**config.mk**
```make
export PLATFORM = sky130hd
export DESIGN_NAME = fetch_stage
export DESIGN_NICKNAME = d
export VERILOG_FILES = /design/src/rtl/mips_pkg.sv /design/src/rtl/ifid_skid.sv /design/src/rtl/fetch_stage.sv
export SDC_FILE = /design/constraint.sdc
export NUM_CORES = 1
export LEC_CHECK = 0
export CAP_MARGIN = 10
export CORE_ASPECT_RATIO = 0.75
export CORE_MARGIN = 5
export CORE_UTILIZATION = 30
export CTS_CLUSTER_DIAMETER = 50
export DETAILED_ROUTE_END_ITERATION = 8
export PLACE_DENSITY = 0.52
export SYNTH_ARGS = -nofsm -noshare
export SYNTH_HDL_FRONTEND = slang
export SYNTH_HIERARCHICAL = 1
export SYNTH_SLANG_ARGS = --single-unit
export TNS_END_PERCENT = 30
```
**constraint.sdc**
```tcl
create_clock -name clk -period 10.88 [get_ports clk]
set_input_delay 2.176 -clock clk [delete_from_list [all_inputs] [get_ports clk]]
set_output_delay 2.176 -clock clk [all_outputs]
set_load 0.01 [all_outputs]
```
**src/rtl/mips_pkg.sv**
```systemverilog
// mips_pkg: shared front-end types, instruction field positions and fetch constants
package mips_pkg;
  typedef enum logic [1:0] {
    S_IDLE = 2'd0,
    S_REQ  = 2'd1,
    S_HOLD = 2'd2,
    S_KILL = 2'd3
  } fetch_state_e;
  localparam logic [31:0] NOP       = 32'h0000_0000;
  localparam int          OPC_MSB   = 31;
  localparam int          OPC_LSB   = 26;
  localparam int          FUNCT_MSB = 5;
  localparam int          FUNCT_LSB = 0;
  localparam logic [31:0] PC_INC    = 32'd4;
endpackage

```
**src/rtl/ifid_skid.sv**
```systemverilog
// ifid_skid: single-entry buffer for a word fetched while IF/ID is stalled
module ifid_skid import mips_pkg::*; (
  input  logic        clk,
  input  logic        rst,
  input  logic        load_i,
  input  logic        drain_i,
  input  logic        inval_i,
  input  logic [31:0] instr_i,
  input  logic [31:0] pc4_i,
  output logic        valid_o,
  output logic [31:0] instr_o,
  output logic [31:0] pc4_o
);
  logic        valid_q, valid_d;
  logic [31:0] instr_q, instr_d, pc4_q, pc4_d;
  assign valid_o = valid_q;
  assign instr_o = instr_q;
  assign pc4_o   = pc4_q;
  // invalidate overrides load, load overrides drain
  always_comb begin
    valid_d = inval_i ? 1'b0 : load_i ? 1'b1 : drain_i ? 1'b0 : valid_q;
    instr_d = (load_i && !inval_i) ? instr_i : instr_q;
    pc4_d   = (load_i && !inval_i) ? pc4_i : pc4_q;
  end
  // entry storage, emptied asynchronously on reset
  always_ff @(posedge clk or posedge rst) begin
    if (rst) begin
      valid_q <= 1'b0;
      instr_q <= NOP;
      pc4_q   <= 32'h0;
    end else begin
      valid_q <= valid_d;
      instr_q <= instr_d;
      pc4_q   <= pc4_d;
    end
  end
endmodule

```
**src/rtl/fetch_stage.sv**
```systemverilog
// fetch_stage: PC, instruction-memory req/ack fetch FSM and IF/ID register feeding decoder_mips
module fetch_stage import mips_pkg::*; #(
  parameter logic [31:0] RESET_PC = 32'h0000_0000
) (
  input  logic        clk,
  input  logic        rst,
  output logic        imem_req,
  output logic [31:0] imem_addr,
  input  logic        imem_ack,
  input  logic [31:0] imem_rdata,
  input  logic        stall,
  input  logic        branch_taken,
  input  logic [31:0] branch_target,
  output logic        if_valid,
  output logic [31:0] if_instr,
  output logic [31:0] if_pc4,
  output logic [5:0]  opcode,
  output logic [5:0]  funct
);
  fetch_state_e state_q, state_d;
  logic [31:0]  pc_q, pc_d, kaddr_q, kaddr_d, instr_q, instr_d, pc4_q, pc4_d;
  logic         valid_q, valid_d;
  logic         skid_load, skid_drain, skid_valid;
  logic [31:0]  skid_instr, skid_pc4, pc_next, target;
  assign pc_next   = pc_q + PC_INC;
  assign target    = branch_target & 32'hFFFF_FFFC;
  assign imem_req  = state_q == S_REQ || state_q == S_KILL;
  assign imem_addr = state_q == S_KILL ? kaddr_q : pc_q;
  assign if_valid  = valid_q;
  assign if_instr  = valid_q ? instr_q : NOP;
  assign if_pc4    = pc4_q;
  assign opcode    = if_instr[OPC_MSB:OPC_LSB];
  assign funct     = if_instr[FUNCT_MSB:FUNCT_LSB];
  ifid_skid u_skid (
    .clk     (clk),
    .rst     (rst),
    .load_i  (skid_load),
    .drain_i (skid_drain),
    .inval_i (branch_taken),
    .instr_i (imem_rdata),
    .pc4_i   (pc_next),
    .valid_o (skid_valid),
    .instr_o (skid_instr),
    .pc4_o   (skid_pc4)
  );
  // next state: a redirect wins over stall and every per-state action
  always_comb begin
    state_d    = state_q;
    pc_d       = pc_q;
    kaddr_d    = kaddr_q;
    valid_d    = valid_q;
    instr_d    = instr_q;
    pc4_d      = pc4_q;
    skid_load  = 1'b0;
    skid_drain = 1'b0;
    if (branch_taken) begin
      pc_d    = target;
      valid_d = 1'b0;
      state_d = (state_q == S_KILL || (state_q == S_REQ && !imem_ack)) ? S_KILL : S_REQ;
      kaddr_d = state_q == S_REQ ? pc_q : kaddr_q;
    end else begin
      case (state_q)
        S_IDLE: state_d = S_REQ;
        S_REQ: begin
          if (imem_ack && valid_q && stall) begin
            skid_load = 1'b1;
            pc_d      = pc_next;
            state_d   = S_HOLD;
          end else if (imem_ack) begin
            valid_d = 1'b1;
            instr_d = imem_rdata;
            pc4_d   = pc_next;
            pc_d    = pc_next;
          end else if (!stall) begin
            valid_d = 1'b0;
          end
        end
        S_HOLD: begin
          if (!stall) begin
            skid_drain = 1'b1;
            valid_d    = skid_valid;
            instr_d    = skid_instr;
            pc4_d      = skid_pc4;
            state_d    = S_REQ;
          end
        end
        default: state_d = imem_ack ? S_REQ : S_KILL;
      endcase
    end
  end
  // FSM, PC and IF/ID registers, all returned to reset values asynchronously
  always_ff @(posedge clk or posedge rst) begin
    if (rst) begin
      state_q <= S_IDLE;
      pc_q    <= RESET_PC;
      kaddr_q <= RESET_PC;
      valid_q <= 1'b0;
      instr_q <= NOP;
      pc4_q   <= 32'h0;
    end else begin
      state_q <= state_d;
      pc_q    <= pc_d;
      kaddr_q <= kaddr_d;
      valid_q <= valid_d;
      instr_q <= instr_d;
      pc4_q   <= pc4_d;
    end
  end
endmodule
```
Word-level counts from Yosys, hierarchy flattened --
Index checks and enable logic that the tools add are counted.
Storage, ports and cells: bits in registers 196, latch bits 0, memory bits (writable) 0, ROM bits 0, memories 0
Operators by class: $add $sub $neg 1, $mul 0, div/mod/pow operators 0, order comparisons 0, equal/unequal tests 10, shift operators 0, muxes and demuxes 34, bitwise logic cells 1, reductions and logical operators 19
Operators with widths (count):
- two-way mux 32 bit | 11
- case mux 32 bit (2 select lines) | 2
- adder 32 x 3 -> 32 bit (second input constant) | 1
- two-way mux 1 bit | 14
- two-way mux 2 bit | 5
- nonzero test 3 bit | 3
- != test 2 bit (second input constant) | 3
- != test 3 bit (second input constant) | 2
- case mux 2 bit (3 select lines) | 1
- AND reduction 2 bit | 3
- AND reduction 5 bit | 1
- == test 2 bit (second input constant) | 2
- logical AND 1 bit | 4
- != test 4 bit (second input constant) | 1
- AND reduction 4 bit | 1
- nonzero test 2 bit | 2
- != test 3 x 2 -> 1 bit (second input constant) | 1
- == test 2 x 1 -> 1 bit (second input constant) | 1
- logical NOT 1 bit | 2
- logical NOT 2 bit | 1
- logical OR 1 bit | 2
- case mux 1 bit (2 select lines) | 1
- inverter 1 bit | 1

Depth between registers and ports, before layout --
depth after elaboration 7, depth in mapped cells 8, gate-level depth less buffers 7

Cells and area by module --
The synthesis kept the hierarchy.
Modules (own cells, without submodules):
- fetch_stage | instances 1, cells an instance 806, area each 7149.4 µm², sequential area each 3178.0 µm²
- ifid_skid | instances 1, cells an instance 141, area each 2745.1 µm², sequential area each 1626.6 µm²

Worst setup path after synthesis --
OpenSTA, ideal clock, no wires.
path kind input port to flip-flop, from input port imem_ack, to register u_skid.instr_q[0], in the netlist u_skid/instr_o[0], data arrival time 3.718 ns, path slack 7.037 ns, cell stages on the path 8, cell sequence and3b_1 > clkbuf_1 > clkbuf_1 > and3_1 > nor2b_4 > buf_12 > buf_12 > mux2_4
On the way: longest elaborated chain between the ends 6
Ends and longest elaborated chain:
- start, declared | line fetch_stage.sv:9 | input logic imem_ack,
- logical AND 1 bit (2 in a row) | line fetch_stage.sv:65 | if (imem_ack && valid_q && stall) begin
- two-way mux 1 bit | line fetch_stage.sv:65
- two-way mux 1 bit | line fetch_stage.sv:62 | case (state_q)
- two-way mux 1 bit | line fetch_stage.sv:56 | if (branch_taken) begin
- net skid_load | line fetch_stage.sv:23 | logic skid_load, skid_drain, skid_valid;
- logical AND 1 bit | line ifid_skid.sv:22 | instr_d = (load_i && !inval_i) ? instr_i : instr_q;
- end signal, assigned | line ifid_skid.sv:33 | instr_q <= instr_d;
- end, declared | line ifid_skid.sv:15 | logic [31:0] instr_q, instr_d, pc4_q, pc4_d;
The timed path passes the listed nets, and every way through them passes these cells. A chain may end at the register's enable or synchronous reset.

Worst setup path in the final report --
from input port imem_ack, to register u_skid.instr_q[13], in the netlist u_skid/instr_o[13]
The elaborated chain is that of the path after synthesis.

==> flow_metrics.tcl <==
set metrics [dict create \
    die_h_microns 167 \
    drive_gt1_share_pct 17.0 \
    clk_latency_ns 0.44 \
    slew_headroom_pct 32.9 \
    post_cts_buffers 0 \
    rsz0062_at_grt "false" \
    end_kind "register" \
    async_reset_ff_share_pct 100 \
    synth-seq-cells 192 \
    nNetsFinal 1131 \
    met2_usage_pct 22.7 \
    timing.fmax_mhz 182 \
    netlist_area_sq_mm 0.00989 \
    dieWidth_microns 220 \
    yosysSeqAreaShare_pct 48.6 \
    fin_tns_setup_ns 0 \
    drc 0 \
    first_pass_iters 4 \
    fin_crit_sh_pct 50.5 \
    synth_top_cell_area_share_pct 48.6 \
    synth.area.top_cells "dfrtp_1 49%, mux2_4 9.1%, mux2_2 7.2%" \
    grt_util_met3_pct 3.45 \
    synthCells 947 \
    grt_max_degree 91 \
    cts_made_buffers 17 \
    slowest_delay_ns 0.82 \
    synthDistinctLibCells 49 \
    fin_util_pct 37.9 \
    maxCapViolations 0 \
    grt_pass1_vias 7265 \
    grt_use_met1_pct 22.0 \
    outcome "finished, final reports clean" \
    fillers 3248 \
    cp_data_arrival_time_ns 5.82 \
    synth.most_common_cell "dfrtp_1" \
    overflow 0 \
    drv_slew 0 \
    worstPathRequired_ns 11.20 \
    avgSynthCellArea_sq_um 10.4 \
    wl_per_cell_microns 17.9 \
    synth_edf_count 0 \
    drt_iter0_drc 376 \
    area_growth_pct 24.4 \
    cts_resized 0 \
    cts.sinks 192 \
    seq_area_sq_mm 0.00480 \
    initial_core_util_pct 30.5 \
    synth_warnings 6 \
    hp-class "reg2reg" \
    viasPerCell 4.71 \
    critical-path-top-delay-family "simple AND/OR/NAND/NOR gates" \
    synth_top_cells_by_count "192 x dfrtp_1, 143 x nand2_1, 64 x nor2_1" \
    busiest_layer "met2" \
    antenna_found_initial 0 \
    synth-main-ff-cell "dfrtp_1" \
    hold_violations 0 \
    grt_pass1_wl_microns 43400 \
    critical_path_class "in2reg" \
    cts-root-buf "clkbuf_16" \
    critPathMaxFanout 42 \
    core-area_sq_mm 0.0324 \
    yosysTopAreaCell "dfrtp_1" \
    ant_nets 0 \
    ir_worst_vdd_uv 103 \
    p_leak_nw 5.19 \
    setup_violations 0 \
    path_cells "clkdlybuf4s50_1 > and3b_1 > and3_1 > nor2b_4 > buf_4 > mux2_4" \
    dp_hpwl_microns 17900 \
    grt_usage_pct 15.0 \
    drt_wl_total_microns 27100 \
    gp_congestion 0.786 \
    path_buf_inv 2 \
    num_antenna_cells 0 \
    min_period_ns 5.49 \
    dr_total_vias 7126 \
    slowest_stage "buf_4" \
    worst-slew-pin-transition_ns 1.01 \
    io_pins 179 \
    num_rows 57 \
    cts_buffer_depth 2 \
    pwr_density_cell_mw_per_mm2 191 \
    dieArea_sq_mm 0.0368 \
    cts_tree "yes" \
    startpoint_type "primary input" \
    path_clk_slew_ns 0.06 \
    ctsHoldBuffers 0 \
    multiInputGateArea_sq_mm 0.00452 \
    htreeDepth 4 \
    io_buffers 174 \
    finClkSkew_ns 0.0116 \
]
[power breakdown]
part	internal (mW)	switching [mW]	leakage, nW
registers	0.903	0.119	2.39
clock network	0.330	0.280	0.263
logic	0.422	0.299	2.54
total	1.65	0.698	5.19
[worst register-to-register path, stage by stage (launching register included)]
cell and delay, ns:
dfrtp_1 0.53, and3b_1 0.70, and3_1 0.31, nor2b_4 0.80, buf_4 0.82, mux2_4 0.42
[state kept, by name, summed over array words and instances, names as in the netlist]
name            count
instr_q            32
u_skid/valid_o      1
u_skid/pc4_o       32
kaddr_q            30
pc_q               30
if_valid            1
if_pc4             32
state_q             2
u_skid/instr_o     32
[path summary, 6_finish.rpt]
path | slack [ns] | depth (start not counted) | start | to
worst max-delay path | 5.39 | 6 | imem_ack | u_skid/instr_o[13]
worst min register to register | 0.48 | 2 | if_pc4[0] | if_pc4[0]
min in group asynchronous | 2.33 | 2 | rst | instr_q[11]
worst max register to register | 7.17 | 5 | state_q[0] | u_skid/instr_o[13]
max in group asynchronous | 7.39 | 3 | rst | pc_q[8]
worst min-delay path | 0.48 | 2 | if_pc4[0] | if_pc4[0]
[per-stage QoR]
stage,instances,power (mW),worst slack [ns],area (sq um),hold slack (ns)
2_1_floorplan,950,1.41,5.32,9910,0.446
5_1_grt,1512,2.50,5.25,12300,0.495
4_1_cts,1512,2.40,5.44,12300,0.484
3_5_place_dp,1484,1.77,4.96,11800,0.465
6_report,1512,2.35,5.39,12300,0.477
3_3_place_gp,1484,1.76,4.97,11800,0.459
[cell type report]
cell class,instances,area share [%]
flip-flops and latches,192,39.0
multi-input cells,650,36.7
repair buffers,185,14.8
well taps,442,4.49
clock buffers,20,3.79
clock inverters,8,0.681
inverters,15,0.498
[metal layers]
| metal | wire length, microns | share of wire [%] |
|---|---|---|
| met1 | 13500 | 50 |
| met3 | 1160 | 4.3 |
| met4 | 284 | 1.0 |
| met5 | 0 | 0 |
| met2 | 12100 | 45 |
[kinds of logic (layout without fill, tap and decap cells)]
group | Yosys count | after routing | synth area share, %
and+or+nand+nor | 333 | 333 | 16.2
AOI/OAI and AO/OA | 129 | 129 | 7.31
DFF | 192 | 192 | 48.6
other | 1 | 4 | 0.0379
adders and majority gates | 1 | 1 | 0.126
muxes | 131 | 131 | 17.1
xor gates and xnor gates | 52 | 52 | 4.60
buffers and inverters | 108 | 228 | 6.04
[cell usage in the layout, fill, tap and decap left out, drive strengths merged, types with 5 or more instances in the layout]
master	Yosys	routed
xnor2	26	26
nand3	15	15
clkbuf	53	20
and2	34	34
buf	40	12
and3	10	10
mux2i	8	8
xor2	26	26
o21ai	66	66
a21oi	12	12
nor3	19	19
inv	15	17
mux2	123	123
o22ai	9	9
nor4	11	11
nand2b	5	5
nand4	9	9
a31oi	34	34
nor2	64	64
nand2	143	143
dfrtp	192	192
clkdlybuf4s50	0	173
No activity file was read; power rests on OpenSTA's default activity.
